### src/rtl/mem_arbiter_2p_pkg.sv
// Shared types and defaults for the two-port memory arbiter.
package mem_arbiter_2p_pkg;
  localparam int AW_DEF     = 16;
  localparam int DW_DEF     = 16;
  localparam int RD_LAT_DEF = 1;

  typedef logic req_id_t;

  typedef struct packed {
    logic    vld;
    req_id_t id;
  } rd_tag_t;
endpackage

### src/rtl/rr_pick_2.sv
// Two-way round-robin picker; winner is combinational, last_owner updates on every grant.
// No backpressure: a valid win is always taken by the caller in the same cycle.
module rr_pick_2
  import mem_arbiter_2p_pkg::*;
(
  input  logic       clock,
  input  logic       resetn,
  input  logic [1:0] eligible,
  output logic       win_vld,
  output req_id_t    win_id
);

  req_id_t last_owner_q, last_owner_d;

  always_comb begin
    win_vld      = |eligible;
    win_id       = 1'b0;
    last_owner_d = last_owner_q;
    if (&eligible) begin
      win_id = ~last_owner_q;
    end else if (eligible[1]) begin
      win_id = 1'b1;
    end
    if (win_vld) begin
      last_owner_d = win_id;
    end
  end

  // Reset to 1 so requester 0 wins the first contention.
  always_ff @(posedge clock or negedge resetn) begin
    if (!resetn) begin
      last_owner_q <= 1'b1;
    end else begin
      last_owner_q <= last_owner_d;
    end
  end

endmodule

### src/rtl/mem_arbiter_2p.sv
// Round-robin share of one single-port memory between two cores; command 1 cycle after req, read data RD_LAT later.
// A requester is held off by its own gnt cycle and by losing contention; the memory side never stalls.
module mem_arbiter_2p
  import mem_arbiter_2p_pkg::*;
#(
  parameter int AW     = AW_DEF,
  parameter int DW     = DW_DEF,
  parameter int RD_LAT = RD_LAT_DEF
) (
  input  logic          clock,
  input  logic          resetn,
  input  logic          req0,
  input  logic          we0,
  input  logic [AW-1:0] addr0,
  input  logic [DW-1:0] wdata0,
  output logic          gnt0,
  output logic          rvalid0,
  input  logic          req1,
  input  logic          we1,
  input  logic [AW-1:0] addr1,
  input  logic [DW-1:0] wdata1,
  output logic          gnt1,
  output logic          rvalid1,
  output logic [DW-1:0] rdata,
  output logic [AW-1:0] mem_addr,
  output logic [DW-1:0] mem_wdata,
  output logic          mem_w,
  input  logic [DW-1:0] mem_rdata
);

  logic          gnt0_q, gnt0_d, gnt1_q, gnt1_d;
  logic          rvalid0_q, rvalid0_d, rvalid1_q, rvalid1_d;
  logic          mem_w_q, mem_w_d;
  logic [AW-1:0] mem_addr_q, mem_addr_d;
  logic [DW-1:0] mem_wdata_q, mem_wdata_d;
  rd_tag_t       tag_q [RD_LAT];
  rd_tag_t       tag_d [RD_LAT];

  logic [1:0]    eligible;
  logic          win_vld;
  req_id_t       win_id;
  logic          win_we;

  // A requester sitting in its gnt cycle is acknowledging, not asking again.
  assign eligible = {req1 & ~gnt1_q, req0 & ~gnt0_q};

  rr_pick_2 u_pick (
    .clock    (clock),
    .resetn   (resetn),
    .eligible (eligible),
    .win_vld  (win_vld),
    .win_id   (win_id)
  );

  always_comb begin
    gnt0_d      = 1'b0;
    gnt1_d      = 1'b0;
    mem_w_d     = 1'b0;
    mem_addr_d  = mem_addr_q;
    mem_wdata_d = mem_wdata_q;
    win_we      = win_id ? we1 : we0;
    if (win_vld) begin
      mem_addr_d  = win_id ? addr1 : addr0;
      mem_wdata_d = win_id ? wdata1 : wdata0;
      mem_w_d     = win_we;
      gnt0_d      = ~win_id;
      gnt1_d      = win_id;
    end
    tag_d[0].vld = win_vld & ~win_we;
    tag_d[0].id  = win_id;
    for (int i = 1; i < RD_LAT; i++) begin
      tag_d[i] = tag_q[i-1];
    end
    // Output flop adds the command cycle on top of the RD_LAT tag stages.
    rvalid0_d = tag_q[RD_LAT-1].vld & (tag_q[RD_LAT-1].id == 1'b0);
    rvalid1_d = tag_q[RD_LAT-1].vld & (tag_q[RD_LAT-1].id == 1'b1);
  end

  always_ff @(posedge clock or negedge resetn) begin
    if (!resetn) begin
      gnt0_q      <= 1'b0;
      gnt1_q      <= 1'b0;
      rvalid0_q   <= 1'b0;
      rvalid1_q   <= 1'b0;
      mem_w_q     <= 1'b0;
      mem_addr_q  <= '0;
      mem_wdata_q <= '0;
      for (int i = 0; i < RD_LAT; i++) begin
        tag_q[i] <= '0;
      end
    end else begin
      gnt0_q      <= gnt0_d;
      gnt1_q      <= gnt1_d;
      rvalid0_q   <= rvalid0_d;
      rvalid1_q   <= rvalid1_d;
      mem_w_q     <= mem_w_d;
      mem_addr_q  <= mem_addr_d;
      mem_wdata_q <= mem_wdata_d;
      for (int i = 0; i < RD_LAT; i++) begin
        tag_q[i] <= tag_d[i];
      end
    end
  end

  assign gnt0      = gnt0_q;
  assign gnt1      = gnt1_q;
  assign rvalid0   = rvalid0_q;
  assign rvalid1   = rvalid1_q;
  assign mem_w     = mem_w_q;
  assign mem_addr  = mem_addr_q;
  assign mem_wdata = mem_wdata_q;
  assign rdata     = mem_rdata;

endmodule

### config.mk
export PLATFORM = sky130hd
export DESIGN_NAME = mem_arbiter_2p
export DESIGN_NICKNAME = d
export VERILOG_FILES = /design/src/rtl/mem_arbiter_2p_pkg.sv /design/src/rtl/rr_pick_2.sv /design/src/rtl/mem_arbiter_2p.sv
export SDC_FILE = /design/constraint.sdc
export NUM_CORES = 1
export LEC_CHECK = 0
export CAP_MARGIN = 30
export CELL_PAD_IN_SITES_DETAIL_PLACEMENT = 1
export CELL_PAD_IN_SITES_GLOBAL_PLACEMENT = 1
export CORE_MARGIN = 2
export CORE_UTILIZATION = 40
export CTS_CLUSTER_DIAMETER = 40
export DETAILED_ROUTE_END_ITERATION = 12
export DONT_BUFFER_PORTS = 1
export MAX_ROUTING_LAYER = met4
export PLACE_DENSITY = 0.76
export SYNTH_ARGS = -nofsm -noshare
export SYNTH_HDL_FRONTEND = slang
export SYNTH_SLANG_ARGS = --single-unit
### constraint.sdc
create_clock -name clock -period 1.6 [get_ports clock]
set_input_delay 0.48 -clock clock [delete_from_list [all_inputs] [get_ports clock]]
set_output_delay 0.48 -clock clock [all_outputs]
set_load 0.03 [all_outputs]
* Yosys cells after proc, flatten, opt, wreduce, memory -nomap -nowiden *
Index checks and enable logic that the tools add are counted.

word-level totals
  bits in registers = 40
  input port bits = 86
  output and inout bits = 53

cells by class
  muxes and demuxes = 8
  bitwise logic cells = 11
  reduce and logical (&&, ||, !) cells = 2

operator list
  cell                 number
  two-way mux 16 bit   2
  two-way mux 1 bit    6
  inverter 1 bit       6
  bitwise AND 1 bit    5
  AND reduction 2 bit  1
  OR reduction 2 bit   1

* Longest topological paths before layout *
Gate-level depths: netlist of run 1.

  depth in word-level cells = 7
  mapped depth = 6
  gate-level depth less buffers = 3

* By module *
From an unflattened synthesis of run 1, not the netlist that was laid out.

second synthesis, totals
  cell total of the unflattened synthesis = 177
  area, all modules = 1915.6 µm²

modules (own cells, without submodules)
  module          instances  cells an instance  area each (µm²)  seq. area each (µm²)
  mem_arbiter_2p  1          172                1866.8           975.9
  rr_pick_2       1          5                  48.8             26.3

* Worst setup path after synthesis of run 1 *
No wires, ideal clock.

  path kind = register to register
  from = register gnt1_q, in the netlist gnt1
  to = register mem_addr_q[0], in the netlist mem_addr[0]
  setup time = 126 ps
  arrival time = 1382 ps
  data required time = 1474 ps
  setup slack = 92 ps
  cell stages (with the launch flop) = 6
  buffers on the path = 2
  clock period less this slack = 1508 ps
  cells stage by stage = dfrtp_1 nand2b_4 o21a_1 buf_6 buf_6 a221o_1

on the way
  word-level cells in the longest chain between the ends = 5
  elaborated cells between the ends (all ways) = 7
  those cells by class = mux (3); bitwise (2); reduce/logical (2)

ends and longest elaborated chain
  what                                                             line                              source
  from (decl)                                                      mem_arbiter_2p.sv:31              logic gnt0_q, gnt0_d, gnt1_q, gnt1_d;
  from (signal assigned)                                           mem_arbiter_2p.sv:93              gnt1_q <= gnt1_d;
  inverter 1 bit (*)                                               mem_arbiter_2p.sv:45              assign eligible = {req1 & ~gnt1_q, req0 & ~gnt0_q};
  bitwise AND 1 bit (*)                                            mem_arbiter_2p.sv:45
  two-way mux 1 bit / AND reduction 2 bit (equally long branches)  rr_pick_2.sv:21, rr_pick_2.sv:19
  two-way mux 1 bit                                                rr_pick_2.sv:19                   if (&eligible) begin
  two-way mux 16 bit                                               mem_arbiter_2p.sv:63              mem_addr_d = win_id ? addr1 : addr0;
  to (signal assigned)                                             mem_arbiter_2p.sv:97              mem_addr_q <= mem_addr_d;
  to (decl)                                                        mem_arbiter_2p.sv:34              logic [AW-1:0] mem_addr_q, mem_addr_d;

Mark *: on every way between the ends. The rest lies on a longest branch, timed or not.
A chain may end at the register's enable or synchronous reset.

* Final worst setup path of run 1 *
  from = register gnt1_q, in the netlist gnt1
  to = register mem_wdata_q[10], in the netlist mem_wdata[10]

on the way
  word-level cells in the longest chain between the ends = 5
  elaborated cells between the ends (all ways) = 7
  those cells by class = mux (3); bitwise (2); reduce/logical (2)

ends and longest elaborated chain
  what                                                             line                              source
  inverter 1 bit (*)                                               mem_arbiter_2p.sv:45
  bitwise AND 1 bit (*)                                            mem_arbiter_2p.sv:45
  two-way mux 1 bit / AND reduction 2 bit (equally long branches)  rr_pick_2.sv:21, rr_pick_2.sv:19
  two-way mux 1 bit                                                rr_pick_2.sv:19
  two-way mux 16 bit                                               mem_arbiter_2p.sv:64              mem_wdata_d = win_id ? wdata1 : wdata0;
  to (signal assigned)                                             mem_arbiter_2p.sv:98              mem_wdata_q <= mem_wdata_d;
  to (decl)                                                        mem_arbiter_2p.sv:35              logic [DW-1:0] mem_wdata_q, mem_wdata_d;

Marks and branches as above.

==> results of run 1 <==
## per-layer routing
layer / up-vias / global-route usage, %
met2: 95 / 33.2
met5: - / -
met1: 631 / 18.9
li1: 531 / -
met4: 0 / 6.58
met3: 21 / 8.29
## worst max-delay path, delay by kind of cell, from the launching register on
family	cells	cell delay [ns]
flops	1	0.49
simple gates	1	0.19
compound gates	2	0.51
buf+inv	1	0.21
## power by group through the flow
stage / clock (uW) / sequential [uW] / combinational [uW]
after global placement: 0 / 1710 / 453
after floorplan: 0 / 1680 / 487
after global routing: 743 / 1730 / 574
after detailed placement: 0 / 1730 / 500
after CTS: 696 / 1710 / 531
final: 673 / 1710 / 524
## what timing repair did
action / 4_1_cts / 5_1_grt
resized for setup: 1 / 1
pin swaps: 0 / 0
endpoints found under the hold margin: 39 / 0
buffers inserted: 0 / 0
hold buffers: 1 / 0
setup endpoints to repair: 4 / 5
## worst paths after layout
path | cells after the start | slack [ns] | start | endpoint
max | 4 | 0.07 | gnt1 | mem_wdata[10]
min | 1 | 0.03 | resetn | mem_addr[5]
max reg2reg | 4 | 0.07 | gnt1 | mem_wdata[10]
min reg2reg | 1 | 0.44 | tag_q[0] | rvalid0
max in group asynchronous | 1 | 1.36 | resetn | gnt1
min in group clock | 1 | 0.28 | we1 | tag_q[1]
## cells by family after synthesis
family,synth area share [%]
AO/OA/AOI/OAI,19.5
buffers and inverters,12.1
flip-flops,52.3
multiplexers,0.523
AND/OR/NAND/NOR,15.5
## synth_stat cells (2+ instances only)
cell      n
a221o_1  32
nor3b_1  32
dfrtp_1  39
buf_2     9
buf_6     6
buf_4    16
nor2b_1   2
## flip-flops by register name, summed over array words and instances, names as in the netlist
| name | flops |
|---|---|
| gnt0 | 1 |
| gnt1 | 1 |
| mem_addr | 16 |
| mem_w | 1 |
| mem_wdata | 16 |
| rvalid0 | 1 |
| rvalid1 | 1 |
| tag_q | 2 |
| u_pick.last_owner_q | 1 |
## cell type report
type / instances / area, sq um
fill: 487 / 2710
timing repair buffer: 12 / 106
sequential: 40 / 1000
clock buffer: 8 / 90.1
tap: 54 / 67.6
multi-input combinational: 78 / 683
## cell usage in the layout, fill, tap and decap left out, types with 2 or more instances in the layout
cell      instances
dfrtp_1          38
nor3b_1          32
a221o_1          32
clkbuf_1          2
clkbuf_8          6
buf_4            10
## through the flow
stage	area, sq um	hold WS, ns	power [uW]	instances	utilization (%)
final	1950	0.0341	2910	192	41.9
after global routing	1950	0.0178	3050	192	41.9
after CTS	1950	0.0315	2940	192	41.8
after detailed placement	1840	0.185	2230	183	39.4
after global placement	1840	0.185	2170	183	39.4
after floorplan	1920	0.184	2170	149	-
==> flow_summary.ini, run 1 <==
[synth]
postSynthAreaPerCell_sq_um = 12.9
synthTopCellsByArea = dfrtp_1 51%, a221o_1 17%, nor3b_1 13%, buf_4 6.3%, buf_6 3.5%
synth_top_cell_by_area = dfrtp_1
synth_top_cell_area_share_pct = 50.9
synth_top_flop_cell = dfrtp_1
async_reset_ff_share_pct = 100
synth_seq_area_share_pct = 52.3
synthesis.area_sq_um = 1920
syn_nets = 235
ys_types = 20
yosysWarnings = 0
synth_edf_count = 0
synthCells = 149
synth-seq-cells = 40

[place]
place_ws_ns = 0.00211
dp_hpwl_um = 3670
portBuffers = 0
gp_congestion = 0.733

[drt]
ant_nets = 0
wl_met3_um = 548
highest_layer = met4
drt-initial-drc-count = 37
vias_per_cell = 6.66
wl_met2_um = 2610
drt-met1-wl_um = 1700
via_count = 1278
drc_errors = 0
wire_per_inst_um = 26.0
drtPass1Iterations = 4
drt_wl_total_um = 4990

[global_route]
grt_pass1_vias = 1389
antenna_found_initial = 0
grt_max_degree = 40
grt_pass1_wl_um = 7470
grt_usage_pct = 19.1
grt_overflow_total = 0

[power_and_ir_drop]
switching_share_pct = 37.2
p_leak_uw = 0.000801
clockPowerShare_pct = 23.2
p_switching_uw = 1080
combPwrFrac_pct = 18.0
ir_worst_vdd_uv = 563
powerDensity_nw_per_um2 = 1490
p_seq_share_pct = 58.8
internal-power_uw = 1830

[layout]
nets = 223
drive_above_1_share_pct = 17.4
antenna_cells = 0
syn_to_final_growth_pct = 1.83

[die]
core_area_sq_um = 4660
die_area_sq_um = 5360
rows = 25
ios = 139
die_x_um = 73.2
start_util_pct = 41.1
chipHeight_um = 73.2

[status]
status = finished, final reports clean

[timing]
setup_slack_ns = 0.0748
period_share_pct = 95.3
worst_slew_pin_slew_ns = 0.336
slew_headroom_pct = 77.6
tns_ns = 0
fmaxAchievable_mhz = 656
min_period_ns = 1.53
grt_setup_unrepaired = no
final_hold_viol_count = 0
finClkSkew_ns = 0.00465
setup_viol = 0
slew_violations = 0

[cts]
root_buffer = clkbuf_8
cts_buffers = 5
clock_latency_ns = 0.28
cts_buffer_depth = 2
cts.htree.levels = 2
cts.clk_slew.worst_paths_ns = 0.07
cts_tree = yes
cts.sinks = 40

[critical_path]
cp.arrival_ns = 1.68
worstSetupStartpointType = register
critical_path_peak_fanout = 20
cp.required_ns = 1.76
cp_slowest_cell = dfrtp_2
path_cells = nand2b_4 -> o21a_1 -> buf_4 -> a221o_1
critPathCaptureType = register
setup.worst_path.class = register to register
slowest_delay_ns = 0.49

[flow_run]
drv_cap = 0

[worst_hold_path]
hp-class = input port to async pin
(Power assumes the default switching activity.)
==> run 2: changes to the inputs <==
PLACE_DENSITY = 0.79   (was 0.76)
clock period = 1.3 ns   (was 1.6 ns; I/O delays follow)
==> run 2 against run 1 <==
  * The flow now finishes with violations (hold timing, setup timing)
  * Sequential share of layout area is 9.4 points lower
  * Power is 36% higher
  * Die area stayed put
  * Wire length is 10% higher
  * Register-to-register slack worse by 0.27 ns
  * Critical endpoint is now mem_addr[14]
  * Via count is 10% higher
  * Highest routed layer unchanged
  * First-iteration DRC count is 62% higher
  * Core utilization is 9.4 points higher
  * Non-clock buffer count is 37 higher
  * Setup slack worse by 0.27 ns
  * Cell area is 23% higher
==> flow_summary.ini, run 2 (synthesis results as in run 1) <==
[layout]
antenna_cells = 0
final_common_cell = dfrtp_1
nets = 260
syn_to_final_growth_pct = 24.8
mostFrequentLayoutCells = 37 x dfrtp_1, 35 x buf_4, 32 x a221o_1
drive_above_1_share_pct = 42.5

[drt]
drt-initial-drc-count = 60
via_count = 1412
vias_per_cell = 6.19
drtPass1Iterations = 4
drc_errors = 0
drt_wl_total_um = 5510
ant_nets = 0
wire_per_inst_um = 24.2

[critical_path]
critical_path_peak_fanout = 20
ff2ff_setup_slack_ns = -0.19
cp-startpoint = gnt1
worstSetupStartpointType = register
critPathCaptureType = register
worst_r2r_path_depth = 5
cp.arrival_ns = 1.65
cp.required_ns = 1.46
r2r-start = gnt1
endpoint = mem_addr[14]
timing.rr.end = mem_addr[14]
setup.worst_path.class = register to register

[cts]
cts.clk_slew.worst_paths_ns = 0.07
cts.htree.levels = 2
clock_latency_ns = 0.28
cts.sinks = 40
cts_tree = yes
root_buffer = clkbuf_8
cts_buffers = 5
cts_buffer_depth = 2

[timing]
period_share_pct = 115
finClkSkew_ns = 0.00378
whs_ns = -0.205
worst_slew_pin_slew_ns = 0.305
fmaxAchievable_mhz = 671
grt_setup_unrepaired = yes
min_period_ns = 1.49
setup_viol = 34
slew_headroom_pct = 79.7
setup_slack_ns = -0.191
final_hold_viol_count = 40
slew_violations = 0
tns_ns = -5.45

[flow_run]
drv_cap = 0

[power_and_ir_drop]
ir_worst_vdd_uv = 735
power_uw = 3960
powerDensity_nw_per_um2 = 1660
p_leak_uw = 0.00104

[worst_hold_path]
hp-class = input port to async pin

[global_route]
grt_usage_pct = 20.6
grt_pass1_wl_um = 7900
grt_max_degree = 41
grt_overflow_total = 0
antenna_found_initial = 0
grt_pass1_vias = 1543

[die]
die_area_sq_um = 5360
start_util_pct = 41.1
rows = 25
die_x_um = 73.2
ios = 139
core_area_sq_um = 4660
chipHeight_um = 73.2

[status]
violations = hold timing, setup timing
status = finished, violations left

[place]
dp_hpwl_um = 3880
portBuffers = 0
gp_congestion = 0.670
==> run 2: cell count changes in the layout (fill, tap and decap cells not counted), sizes merged <==
cell and change:
buf +35, clkinv +1
==> run 2: timing repair <==
action / in CTS / in global routing
pin swaps: 2 / 3
buffers inserted: 0 / 1
setup endpoints to repair: 34 / 35
endpoints found under the hold margin: 40 / 40
cloned: 1 / 3
resized for setup: 16 / 20
==> run 2: routing by layer <==
layer  global-route usage [%]  part of all wire, %  vias to the layer above
met5                        -                    0                        -
met4                     4.32                 0.62                        0
met3                     9.12                   11                        5
met2                     34.4                   53                       92
met1                     22.9                   36                      707
li1                         -                    -                      608
==> run 2: where the power goes <==
| group | internal (uW) | switching [uW] |
|---|---|---|
| Clock | 365 | 400 |
| Combinational | 704 | 842 |
| Sequential | 1490 | 166 |
| Total | 2550 | 1410 |
==> run 2: area by class of cell <==
class	count	area, sq um
clock inverter	1	5.00
sequential	40	1000
fill	488	2270
timing repair buffer	49	493
tap	54	67.6
multi-input combinational	78	748
clock buffer	6	72.6
==> run 2: worst min-delay path by stage <==
stage	from	to	slack, ns
after floorplan	resetn	gnt0	0.09
after global routing	resetn	mem_addr[13]	-0.23
after global placement	resetn	mem_wdata[1]	0.1
after CTS	resetn	mem_addr[13]	-0.22
after detailed placement	resetn	mem_addr[13]	0.1
final	resetn	mem_addr[13]	-0.21
==> run 2: worst max-delay path, stage by stage (launching register included) <==
cell	delay [ns]
dfrtp_2	0.48
nand2b_4	0.18
buf_4	0.13
a21oi_4	0.04
buf_12	0.16
a221o_1	0.36
==> run 2: through the flow <==
step	instances	util [%]	setup slack, ns	hold WS [ns]	area [sq um]
floorplan	149	-	-0.164	0.0944	1920
detailed placement	216	44.8	-0.231	0.0954	2090
CTS	224	47.9	-0.182	-0.217	2230
global route	228	51.3	-0.205	-0.232	2390
finish	228	51.3	-0.191	-0.205	2390
global placement	216	44.8	-0.147	0.0954	2090
==> run 3: changes to the inputs <==
CORE_ASPECT_RATIO = 1.2   (was default)
SLEW_MARGIN = 25   (was default)
==> run 3 against run 2 <==
  * The run still ends with hold timing, setup timing left
  * Largest power group unchanged
  * Setup slack better by 0.095 ns
  * Flip-flop and latch count unchanged
  * Die area about the same
  * Highest routed layer unchanged
  * Wire length is 4.0% lower
==> flow_summary.ini, run 3 (synthesis results as in run 1) <==
[status]
status = finished, violations left
violations = hold timing, setup timing

[timing]
final_hold_viol_count = 40
setup_slack_ns = -0.0966
grt_setup_unrepaired = yes
setup_viol = 35
slew_headroom_pct = 80.8
finClkSkew_ns = 0.00798
min_period_ns = 1.40
worst_slew_pin_slew_ns = 0.289
whs_ns = -0.212
period_share_pct = 107
tns_ns = -2.45
slew_violations = 0
fmaxAchievable_mhz = 716

[place]
place_inst = 222
dp_hpwl_um = 3910
portBuffers = 0
gp_congestion = 0.665
place_ws_ns = -0.108

[power_and_ir_drop]
ir_worst_vdd_uv = 718
powerDensity_nw_per_um2 = 1710
p_leak_uw = 0.00103

[cts]
cts.sinks = 40
root_buffer = clkbuf_8
cts_buffer_depth = 2
cts_tree = yes
cts.htree.levels = 2
cts_buffers = 5
clock_latency_ns = 0.29
cts.clk_slew.worst_paths_ns = 0.08

[drt]
drt_wl_total_um = 5290
via_count = 1396
ant_nets = 0
drc_errors = 0
wire_per_inst_um = 22.5
drtPass1Iterations = 4
drt-initial-drc-count = 54
vias_per_cell = 5.94

[global_route]
grt_max_degree = 41
grt_pass1_wl_um = 7880
antenna_found_initial = 0
grt_pass1_vias = 1529
grt_usage_pct = 20.4
grt_overflow_total = 0

[die]
core_area_sq_um = 4590
die_area_sq_um = 5360
chipHeight_um = 79.8
die_x_um = 67.2
start_util_pct = 41.7
rows = 27
ios = 139

[worst_hold_path]
hp-class = input port to async pin

[layout]
syn_to_final_growth_pct = 23.3
nets = 262
fillers = 485
drive_above_1_share_pct = 37.3
final_common_cell = buf_4
mostFrequentLayoutCells = 38 x buf_4, 37 x dfrtp_1, 32 x nor3b_1, 32 x a221o_1
final_cells = 235
antenna_cells = 0

[flow_run]
drv_cap = 0

[critical_path]
setup.worst_path.class = register to register
cp.required_ns = 1.47
critPathCaptureType = register
cp.arrival_ns = 1.56
critical_path_peak_fanout = 19
worstSetupStartpointType = register
[run 3: area by class of cell]
| class | instances | area (sq um) | area share, % |
|---|---|---|---|
| multi-input cells | 78 | 688 | 29.1 |
| clock buffers | 6 | 82.6 | 3.50 |
| repair buffers | 51 | 498 | 21.1 |
| clock inverters | 2 | 15.0 | 0.636 |
| flip-flops and latches | 40 | 1000 | 42.6 |
| well taps | 58 | 72.6 | 3.07 |
[run 3: through the flow]
step                      hold slack [ns]  cell area, sq um  total power, uW  util (%)
after floorplan                    0.0944              1920             2670         -
after global placement             0.0957              2140             3030      46.7
after detailed placement           0.0955              2140             3120      46.7
after CTS                          -0.224              2270             4020      49.4
after global routing               -0.237              2360             4240      51.4
final                              -0.212              2360             4040      51.4
[run 3: path summary, 6_finish.rpt]
path	slack (ns)	from	cells past startpoint	end
setup / recovery	-0.1	gnt0	4	mem_addr[9]
hold / removal	-0.21	resetn	0	mem_addr[3]
setup reg to reg	-0.1	gnt0	4	mem_addr[9]
hold reg to reg	0.42	tag_q[0]	1	rvalid0
max in group asynchronous	1.34	resetn	0	u_pick.last_owner_q
min in group clock	0.19	we1	1	tag_q[1]
[run 3: worst max-delay path: stages (launching register included)]
cell	delay [ns]
dfrtp_2	0.43
nor2b_4	0.19
a21oi_4	0.12
buf_12	0.17
a221o_1	0.36
[run 3: power by group]
part           internal [uW]  switching (uW)  leakage [uW]
logic                    691             843      0.000493
registers               1490             155      0.000489
clock network            430             440     0.0000434
total                   2610            1440       0.00103
[run 3: per-layer routing]
metal / vias up / GRT usage (%) / routed length, um
met5: - / - / 0
met4: 0 / 6.73 / 60
met3: 14 / 4.80 / 384
met2: 75 / 37.8 / 2970
met1: 695 / 20.5 / 1880
li1: 612 / - / -
[run 3: timing repair]
| action | 4_1_cts | 5_1_grt |
|---|---|---|
| hold endpoints to repair | 40 | 40 |
| endpoints found under the setup margin | 34 | 36 |
| gates resized for setup | 5 | 8 |
| pin swaps | 6 | 5 |
| cloned | 0 | 1 |
| buffers inserted | 1 | 3 |
